===== src/rtl/axis_lane_merger.sv =====
// rtl/axis_lane_merger.sv - merges KERNEL_SIZE per-lane AXI-Stream inputs into one wide beat
// Each lane has its own FIFO; a wide beat pops from all lanes at once, only when none is empty.
module axis_lane_merger #(
  parameter int KERNEL_SIZE = 3,
  parameter int DATA_WIDTH  = 8,
  parameter int FIFO_DEPTH  = 4
) (
  input  logic                                clk,
  input  logic                                rst,
  input  logic [KERNEL_SIZE*DATA_WIDTH-1:0]   s_axis_tdata,
  input  logic [KERNEL_SIZE-1:0]              s_axis_tvalid,
  output logic [KERNEL_SIZE-1:0]              s_axis_tready,
  output logic [KERNEL_SIZE*DATA_WIDTH-1:0]   m_axis_tdata,
  output logic                                m_axis_tvalid,
  input  logic                                m_axis_tready,
  output logic [KERNEL_SIZE-1:0]              lane_empty,
  output logic [KERNEL_SIZE-1:0]              lane_full
);

  localparam int FULL_WIDTH = KERNEL_SIZE * DATA_WIDTH;
  localparam int CW         = $clog2(FIFO_DEPTH + 1);
  localparam int PW         = (FIFO_DEPTH > 1) ? $clog2(FIFO_DEPTH) : 1;

  logic [DATA_WIDTH-1:0] mem_q    [KERNEL_SIZE][FIFO_DEPTH];
  logic [DATA_WIDTH-1:0] mem_d    [KERNEL_SIZE][FIFO_DEPTH];
  logic [PW-1:0]         wr_ptr_q [KERNEL_SIZE];
  logic [PW-1:0]         wr_ptr_d [KERNEL_SIZE];
  logic [PW-1:0]         rd_ptr_q [KERNEL_SIZE];
  logic [PW-1:0]         rd_ptr_d [KERNEL_SIZE];
  logic [CW-1:0]         count_q  [KERNEL_SIZE];
  logic [CW-1:0]         count_d  [KERNEL_SIZE];

  logic [KERNEL_SIZE-1:0] not_empty;
  logic [KERNEL_SIZE-1:0] full_raw;
  logic [KERNEL_SIZE-1:0] push;
  logic                   pop;

  always_comb begin
    for (int i = 0; i < KERNEL_SIZE; i++) begin
      not_empty[i] = (count_q[i] != '0);
      full_raw[i]  = (count_q[i] == CW'(FIFO_DEPTH));
    end
  end

  // Pop is decided from registered counts only, so a full lane can never push and pop together.
  always_comb begin
    pop      = (&not_empty) && m_axis_tready && !rst;
    push     = '0;
    mem_d    = mem_q;
    wr_ptr_d = wr_ptr_q;
    rd_ptr_d = rd_ptr_q;
    count_d  = count_q;
    for (int i = 0; i < KERNEL_SIZE; i++) begin
      push[i] = s_axis_tvalid[i] && !full_raw[i] && !rst;
      if (push[i]) begin
        mem_d[i][wr_ptr_q[i]] = s_axis_tdata[i*DATA_WIDTH +: DATA_WIDTH];
        wr_ptr_d[i]           = wr_ptr_q[i] + PW'(1);
      end
      if (pop) begin
        rd_ptr_d[i] = rd_ptr_q[i] + PW'(1);
      end
      count_d[i] = count_q[i] + CW'(push[i]) - CW'(pop);
      if (rst) begin
        wr_ptr_d[i] = '0;
        rd_ptr_d[i] = '0;
        count_d[i]  = '0;
        for (int j = 0; j < FIFO_DEPTH; j++) begin
          mem_d[i][j] = '0;
        end
      end
    end
  end

  always_ff @(posedge clk) begin
    mem_q    <= mem_d;
    wr_ptr_q <= wr_ptr_d;
    rd_ptr_q <= rd_ptr_d;
    count_q  <= count_d;
  end

  always_comb begin
    s_axis_tready = ~full_raw & {KERNEL_SIZE{!rst}};
    lane_full     = full_raw & {KERNEL_SIZE{!rst}};
    lane_empty    = ~not_empty | {KERNEL_SIZE{rst}};
    m_axis_tvalid = (&not_empty) && !rst;
    m_axis_tdata  = '0;
    for (int i = 0; i < KERNEL_SIZE; i++) begin
      m_axis_tdata[i*DATA_WIDTH +: DATA_WIDTH] = rst ? '0 : mem_q[i][rd_ptr_q[i]];
    end
  end

endmodule


===== config.mk =====
export PLATFORM = sky130hd
export DESIGN_NAME = axis_lane_merger
export DESIGN_NICKNAME = d
export VERILOG_FILES = /design/src/rtl/axis_lane_merger.sv
export SDC_FILE = /design/constraint.sdc
export NUM_CORES = 1
export LEC_CHECK = 0
export BUFFER_PORTS_ARGS = -buffer_cell sky130_fd_sc_hd__buf_2
export CORE_MARGIN = 1
export CORE_UTILIZATION = 63
export CTS_CLUSTER_SIZE = 28
export DETAILED_ROUTE_END_ITERATION = 12
export PLACE_DENSITY_LB_ADDON = 0.12
export SYNTH_ARGS = -nofsm -noshare
export SYNTH_HDL_FRONTEND = slang
export SYNTH_SLANG_ARGS = --single-unit

===== constraint.sdc =====
create_clock -name clk -period 4.55 [get_ports clk]
set_clock_uncertainty 0.1 [all_clocks]
set_input_delay 0.91 -clock clk [delete_from_list [all_inputs] [get_ports clk]]
set_output_delay 0.91 -clock clk [all_outputs]
set_load 0.02 [all_outputs]

==> flow_summary.toml, run 1 <==
[clocking]
clock_path_buffers = 2
clkTransAtPathRegs_ns = 0.05
holdBufCountCts = 0
clock_latency_ns = 0.51
cts_setup_buffers = 0
cts_buffers = 17
cts.sinks = 117
cts_tree = "done"
ctsResizeCount = 0
clock-root-buffer = "clkbuf_8"
h-tree-depth = 4

[route]
drcViolationCount = 2
drt_iter0_markers = 357
vias = 4938
drt_wl_total_mm = 14.40
viasPerCell = 6.372
drtAntennaViolNets = 0
wl_per_cell_um = 18.59
first_pass_iters = 11

[logic_synthesis]
ys_types = 39
async_reset_ff_share_pct = 0
synth_ff_type = "dfxtp_1"
synth.area.top_cells = "dfxtp_1 40%, mux4_2 9.2%, o211ai_1 8.2%"
synth_top_area_cell = "dfxtp_1"
synth_area_sq_um = 5871
ys.warnings.count = 0
syn_avg_cell_area_sq_um = 9.454
seq_area_frac_synth_pct = 39.90
syn_inst = 621
synth_fp_nets = 669
synth_edf_count = 0
ys_ff_latch = 117
synth_top_area_share_pct = 39.90

[layout]
design_area_sq_um = 6720
nets = 703
final_cell_mix = "117 x dfxtp_1, 75 x nand2_1, 72 x nand3_1"
drive_gt1_share_pct = 22.79
syn_to_final_growth_pct = 14.47
diodes = 0
final_common_cell = "dfxtp_1"
fillers = 635

[critical_path]
path_class = "flop to output port"
critPathMaxStageDelay_ns = 0.75
crit_path_start_kind = "flop"
path_delay_family = "flip-flops"
crit_fanout = 11
crit_required_ns = 3.54
cp_slowest_cell = "dfxtp_1"
crit_buf_inv = 1
arrival_ns = 2.20
critical_path.cell_chain = "mux4_2 -> and2_1 -> buf_2"
endpoint_kind = "output port"

[sta]
hold_viol = 0
period_minus_slack_ns = 3.207
tightest_slew_ns = 0.7685
setup_viol = 0
slew_violations = 0
hold_slack_ns = 0.3702
slew_headroom_pct = 48.54
finalSetupTns_ns = 0
fin_ws_ns = 1.343
clock.fmax_ghz = 0.3119
min_period_over_period_pct = 70.48
rsz0062_at_grt = "no"

[power_and_ir_drop]
peakVddDrop_v = 0.0002530
power.total_mw = 2.867
p_per_area_nw_per_um2 = 426.6
leakagePower_nw = 2.999

[place]
place_congestion = 0.7699
port_buffers = 63
pre_cts_ws_ns = 1.354
dp.final_hpwl_mm = 9.015
placed_area_sq_um = 6127

[die]
rows = 34
pin_count = 64
start_util_pct = 66.03
core_area_sq_um = 8891
dieArea_sq_um = 9708
die_w_um = 98.53
die_h_um = 98.53

[grt]
antenna_found_initial = 0
grt_pass1_wl_mm = 23.49
grt_usage_pct = 30.63
grt-ovfl-total = 0
grt_start_max_net_pins = 66
grt_pass1_vias = 4860

[run]
drv_cap = 0

[status]
status = "finished with violations"
violations = "design-rule violations"

[min_path]
hold_path.class = "flop to flop"
==> state kept, by name (all words and copies together), names as in the netlist <==
register and count:
mem_q 96, count_q 9, rd_ptr_q 6, wr_ptr_q 6
==> worst reg2reg max path: cells and delay by family, from the launching register on <==
| kind | cells | cell delay (ns) |
|---|---|---|
| adders and majority gates | 2 | 0.53 |
| buffers and inverters | 1 | 0.05 |
| DFF | 1 | 0.47 |
| xor gates and xnor gates | 2 | 0.36 |
| and+or+nand+nor | 4 | 0.98 |
==> through the flow <==
| step | utilization, % | cells |
|---|---|---|
| floorplan | - | 621 |
| global placement | 68.91 | 744 |
| detailed placement | 68.91 | 744 |
| CTS | 75.58 | 775 |
| global route | 75.58 | 775 |
| finish | 75.58 | 775 |
==> logic make-up (layout without fill, tap and decap cells) <==
kind of cell	after synthesis	count (layout)	synth area share, %
AOI/OAI and AO/OA	114	114	14.15
muxes	33	33	10.93
adders and majority gates	18	18	4.220
and+or+nand+nor	266	266	24.34
xor gates and xnor gates	8	8	1.193
buffers and inverters	65	111	5.264
DFF	117	117	39.90
==> worst paths after layout <==
check             depth (start not counted)        start  slack, ns         endpoint
setup reg to reg                          9   count_q[7]       2.00       count_q[5]
setup / recovery                          3  rd_ptr_q[2]       1.34  m_axis_tdata[9]
hold / removal                            1     mem_q[9]       0.37         mem_q[9]
hold reg to reg                           1     mem_q[9]       0.37         mem_q[9]
==> report_power, final <==
part | switching (mW) | total (mW) | internal, mW
clock | 0.458 | 1.35 | 0.894
combinational | 0.243 | 0.388 | 0.145
sequential | 0.0465 | 1.13 | 1.08
total | 0.747 | 2.87 | 2.12
==> cell type report <==
type                            count  area (sq um)  area share, %
Clock buffer                       20         435.4          6.479
Clock inverter                     11         157.7          2.346
Inverter                           10         37.54         0.5586
Multi-Input combinational cell    439          3232          48.09
Sequential cell                   117          2342          34.85
Tap cell                          108         135.1          2.011
Timing Repair Buffer               70         380.4          5.660
==> Yosys cell counts (all sizes together) (13+ instances only) <==
master and count:
ha 15, and2 25, o211ai 64, clkbuf 16
mux4 24, buf 39, nor2 22, nand3 72
o21ai 13, dfxtp 117, nand2 75, and3 24
a31o 24
==> routing by layer <==
layer	vias to the layer above	track usage [%]	share of wire (%)
met5	-	0	0
met4	0	10.33	1.1
met3	19	6.738	7.5
met2	197	51.57	50
met1	2396	39.20	41
li1	2326	-	-
Power figures use the tool's default switching activity.
==> run 2, diff against run 1 <==
--- a/config.mk
+++ b/config.mk
@@ -5,9 +5,10 @@
 export SDC_FILE = /design/constraint.sdc
 export NUM_CORES = 1
 export LEC_CHECK = 0
+export ABC_AREA = 1
 export BUFFER_PORTS_ARGS = -buffer_cell sky130_fd_sc_hd__buf_2
 export CORE_MARGIN = 1
-export CORE_UTILIZATION = 63
+export CORE_UTILIZATION = 59
 export CTS_CLUSTER_SIZE = 28
 export DETAILED_ROUTE_END_ITERATION = 12
 export PLACE_DENSITY_LB_ADDON = 0.12
==> constraint.sdc (replaced) <==
create_clock -name clk -period 3 [get_ports clk]
set_clock_uncertainty 0.1 [all_clocks]
set_input_delay 0.6 -clock clk [delete_from_list [all_inputs] [get_ports clk]]
set_output_delay 0.6 -clock clk [all_outputs]
set_load 0.02 [all_outputs]
==> flow_summary.toml, run 2 <==
[sta]
tightest_slew_ns = 0.5559
clock.fmax_ghz = 0.3583
min_period_over_period_pct = 93.02
setup_viol = 0
hold_slack_ns = 0.2629
slew_headroom_pct = 62.94
hold_viol = 0
finalSetupTns_ns = 0
period_minus_slack_ns = 2.791
slew_violations = 0
rsz0062_at_grt = "no"

[logic_synthesis]
synth_top_area_share_pct = 40.98
ys_ff_latch = 117
async_reset_ff_share_pct = 0
syn_inst = 821
synth_fp_nets = 869
ys.warnings.count = 0
synthTopCellsByCount = "168 x nand2_1, 131 x a21oi_1, 117 x dfxtp_1"
seq_area_frac_synth_pct = 40.98
ys_types = 22
synth_ff_type = "dfxtp_1"
synth_top_area_cell = "dfxtp_1"
synth.area.top_cells = "dfxtp_1 41%, a21oi_1 11%, nand2_1 11%"
synth_area_sq_um = 5715
synth_most_common_cell = "nand2_1"
syn_avg_cell_area_sq_um = 6.962
synth_edf_count = 0

[layout]
final_cell_mix = "168 x nand2_1, 131 x a21oi_1, 117 x dfxtp_1"
nets = 915
largest_register_ffs = 96
diodes = 0
fillers = 770
regArea_sq_um = 2342
multi_input_area_sq_um = 2848
largestRegisters = "mem_q: 96 flops, count_q: 9 flops"
final_common_cell = "nand2_1"
final_cell_count_no_fill = 1009
syn_to_final_growth_pct = 17.91
drive_gt1_share_pct = 14.09
largest_register = "mem_q"

[grt]
grt-ovfl-total = 0
grt_start_max_net_pins = 72
grt_pass1_wl_mm = 24.38
grt_usage_pct = 30.83
antenna_found_initial = 0
grt_pass1_vias = 5229

[critical_path]
endpoint_kind = "output port"
critical_path.cell_chain = "clkinvlp_4 -> buf_4 -> buf_4 -> o21ai_0 -> a21oi_1 -> buf_2"
cp_slowest_cell = "dfxtp_1"
crit_path_start_kind = "flop"
path_class = "flop to output port"
crit_top_cell = "buf_4"
arrival_ns = 2.09
crit_fanout = 14
crit_required_ns = 2.30
critPathMaxStageDelay_ns = 0.65

[route]
vias = 5637
viasPerCell = 5.587
drt_wl_total_mm = 14.97
drtAntennaViolNets = 0
drcViolationCount = 0
first_pass_iters = 6
wl_per_cell_um = 14.83
drt_iter0_markers = 477

[power_and_ir_drop]
pwr-share-seq_pct = 38.5
peakVddDrop_v = 0.0004584
switchingPower_mw = 1.079
p_sw_share_pct = 24.99
clock_power_share_pct = 49.9
p_per_area_nw_per_um2 = 640.6
leakagePower_nw = 2.945
pwr-share-comb_pct = 11.5
p_int_mw = 3.238

[min_path]
hold_path.class = "input port to flop"

[place]
placed_cells = 974
dp.final_hpwl_mm = 9.696
port_buffers = 63
place_congestion = 0.8353

[clocking]
h-tree-depth = 4
clock_path_buffers = 2
clock_latency_ns = 0.51
cts.sinks = 117
clkTransAtPathRegs_ns = 0.06
cts_buffers = 17
clock-root-buffer = "clkbuf_8"
holdBufCountCts = 0
cts_tree = "done"

[status]
status = "finished clean"

[die]
die_h_um = 100.4
core_area_sq_um = 9328
rows = 35
dieArea_sq_um = 10090
start_util_pct = 61.27
pin_count = 64
die_w_um = 100.4

[run]
drv_cap = 0
## run 2: cell count changes after synthesis, sizes merged, moves of 24 or more
cell,delta
a21oi,+122
nor2,+94
nand2,+93
inv,+68
o211ai,-64
nand4,+52
nand3,-46
o21ai,+39
and2,-25
a31o,-24
and3,-24
mux4,-24
## run 2: layer usage
layer  track usage, %  up-vias  share of wire, %
met5                0        -                 0
li1                 -     2780                 -
met3            6.267       24               7.8
met2            50.95      243                48
met1            40.11     2590                42
met4            10.70        0               1.4
## run 2: area by class of cell
| cell class | count | area share (%) |
|---|---|---|
| Multi-Input combinational cell | 573 | 42.26 |
| Clock buffer | 25 | 7.334 |
| Timing Repair Buffer | 80 | 6.758 |
| Clock inverter | 7 | 2.098 |
| Sequential cell | 117 | 34.76 |
| Tap cell | 129 | 2.395 |
| Inverter | 78 | 4.400 |
## run 2: final timing paths
kind / startpoint / to / slack [ns] / depth (start not counted)
setup / recovery: rd_ptr_q[4] / m_axis_tdata[2] / 0.21 / 6
hold / removal: s_axis_tdata[1] / mem_q[73] / 0.26 / 3
setup reg to reg: count_q[7] / count_q[8] / 0.67 / 12
hold reg to reg: mem_q[70] / mem_q[70] / 0.36 / 2
## run 2: kinds of logic (layout without fill, tap and decap cells)
| family | count (synthesis) | count (layout) | share of synthesized area, % |
|---|---|---|---|
| AOI/OAI and AO/OA | 185 | 185 | 16.59 |
| buffers and inverters | 131 | 190 | 9.195 |
| and+or+nand+nor | 362 | 362 | 27.67 |
| xor gates and xnor gates | 8 | 8 | 1.226 |
| adders and majority gates | 18 | 18 | 4.335 |
| DFF | 117 | 117 | 40.98 |
## run 2: through the flow
stage	area [sq um]	power, mW	utilization (%)	setup WS [ns]
floorplan	5715	2.024	-	0.7568
global placement	6077	2.160	65.15	0.5200
detailed placement	6077	2.178	65.15	0.4773
CTS	6713	4.328	71.97	0.2051
global route	6739	4.470	72.25	0.04015
finish	6739	4.317	72.25	0.2093
## run 2: worst max-delay path, delay by kind of cell, from the launching register on
family,cells,cell delay (ns)
buffers and inverters,4,0.68
flip-flops,1,0.65
AO/OA/AOI/OAI,2,0.25
## run 2: power by group through the flow
stage          Sequential [mW]  Clock, mW  Combinational, mW
2_1_floorplan             1.68          0              0.340
3_3_place_gp              1.69          0              0.469
3_5_place_dp              1.69          0              0.483
4_1_cts                   1.66       2.17              0.490
5_1_grt                   1.67       2.25              0.552
6_report                  1.66       2.15              0.498
## run 2: what timing repair did
action                                  4_1_cts  5_1_grt
resized for setup                             0        1
buffers inserted                              0        3
endpoints found under the setup margin        0        3
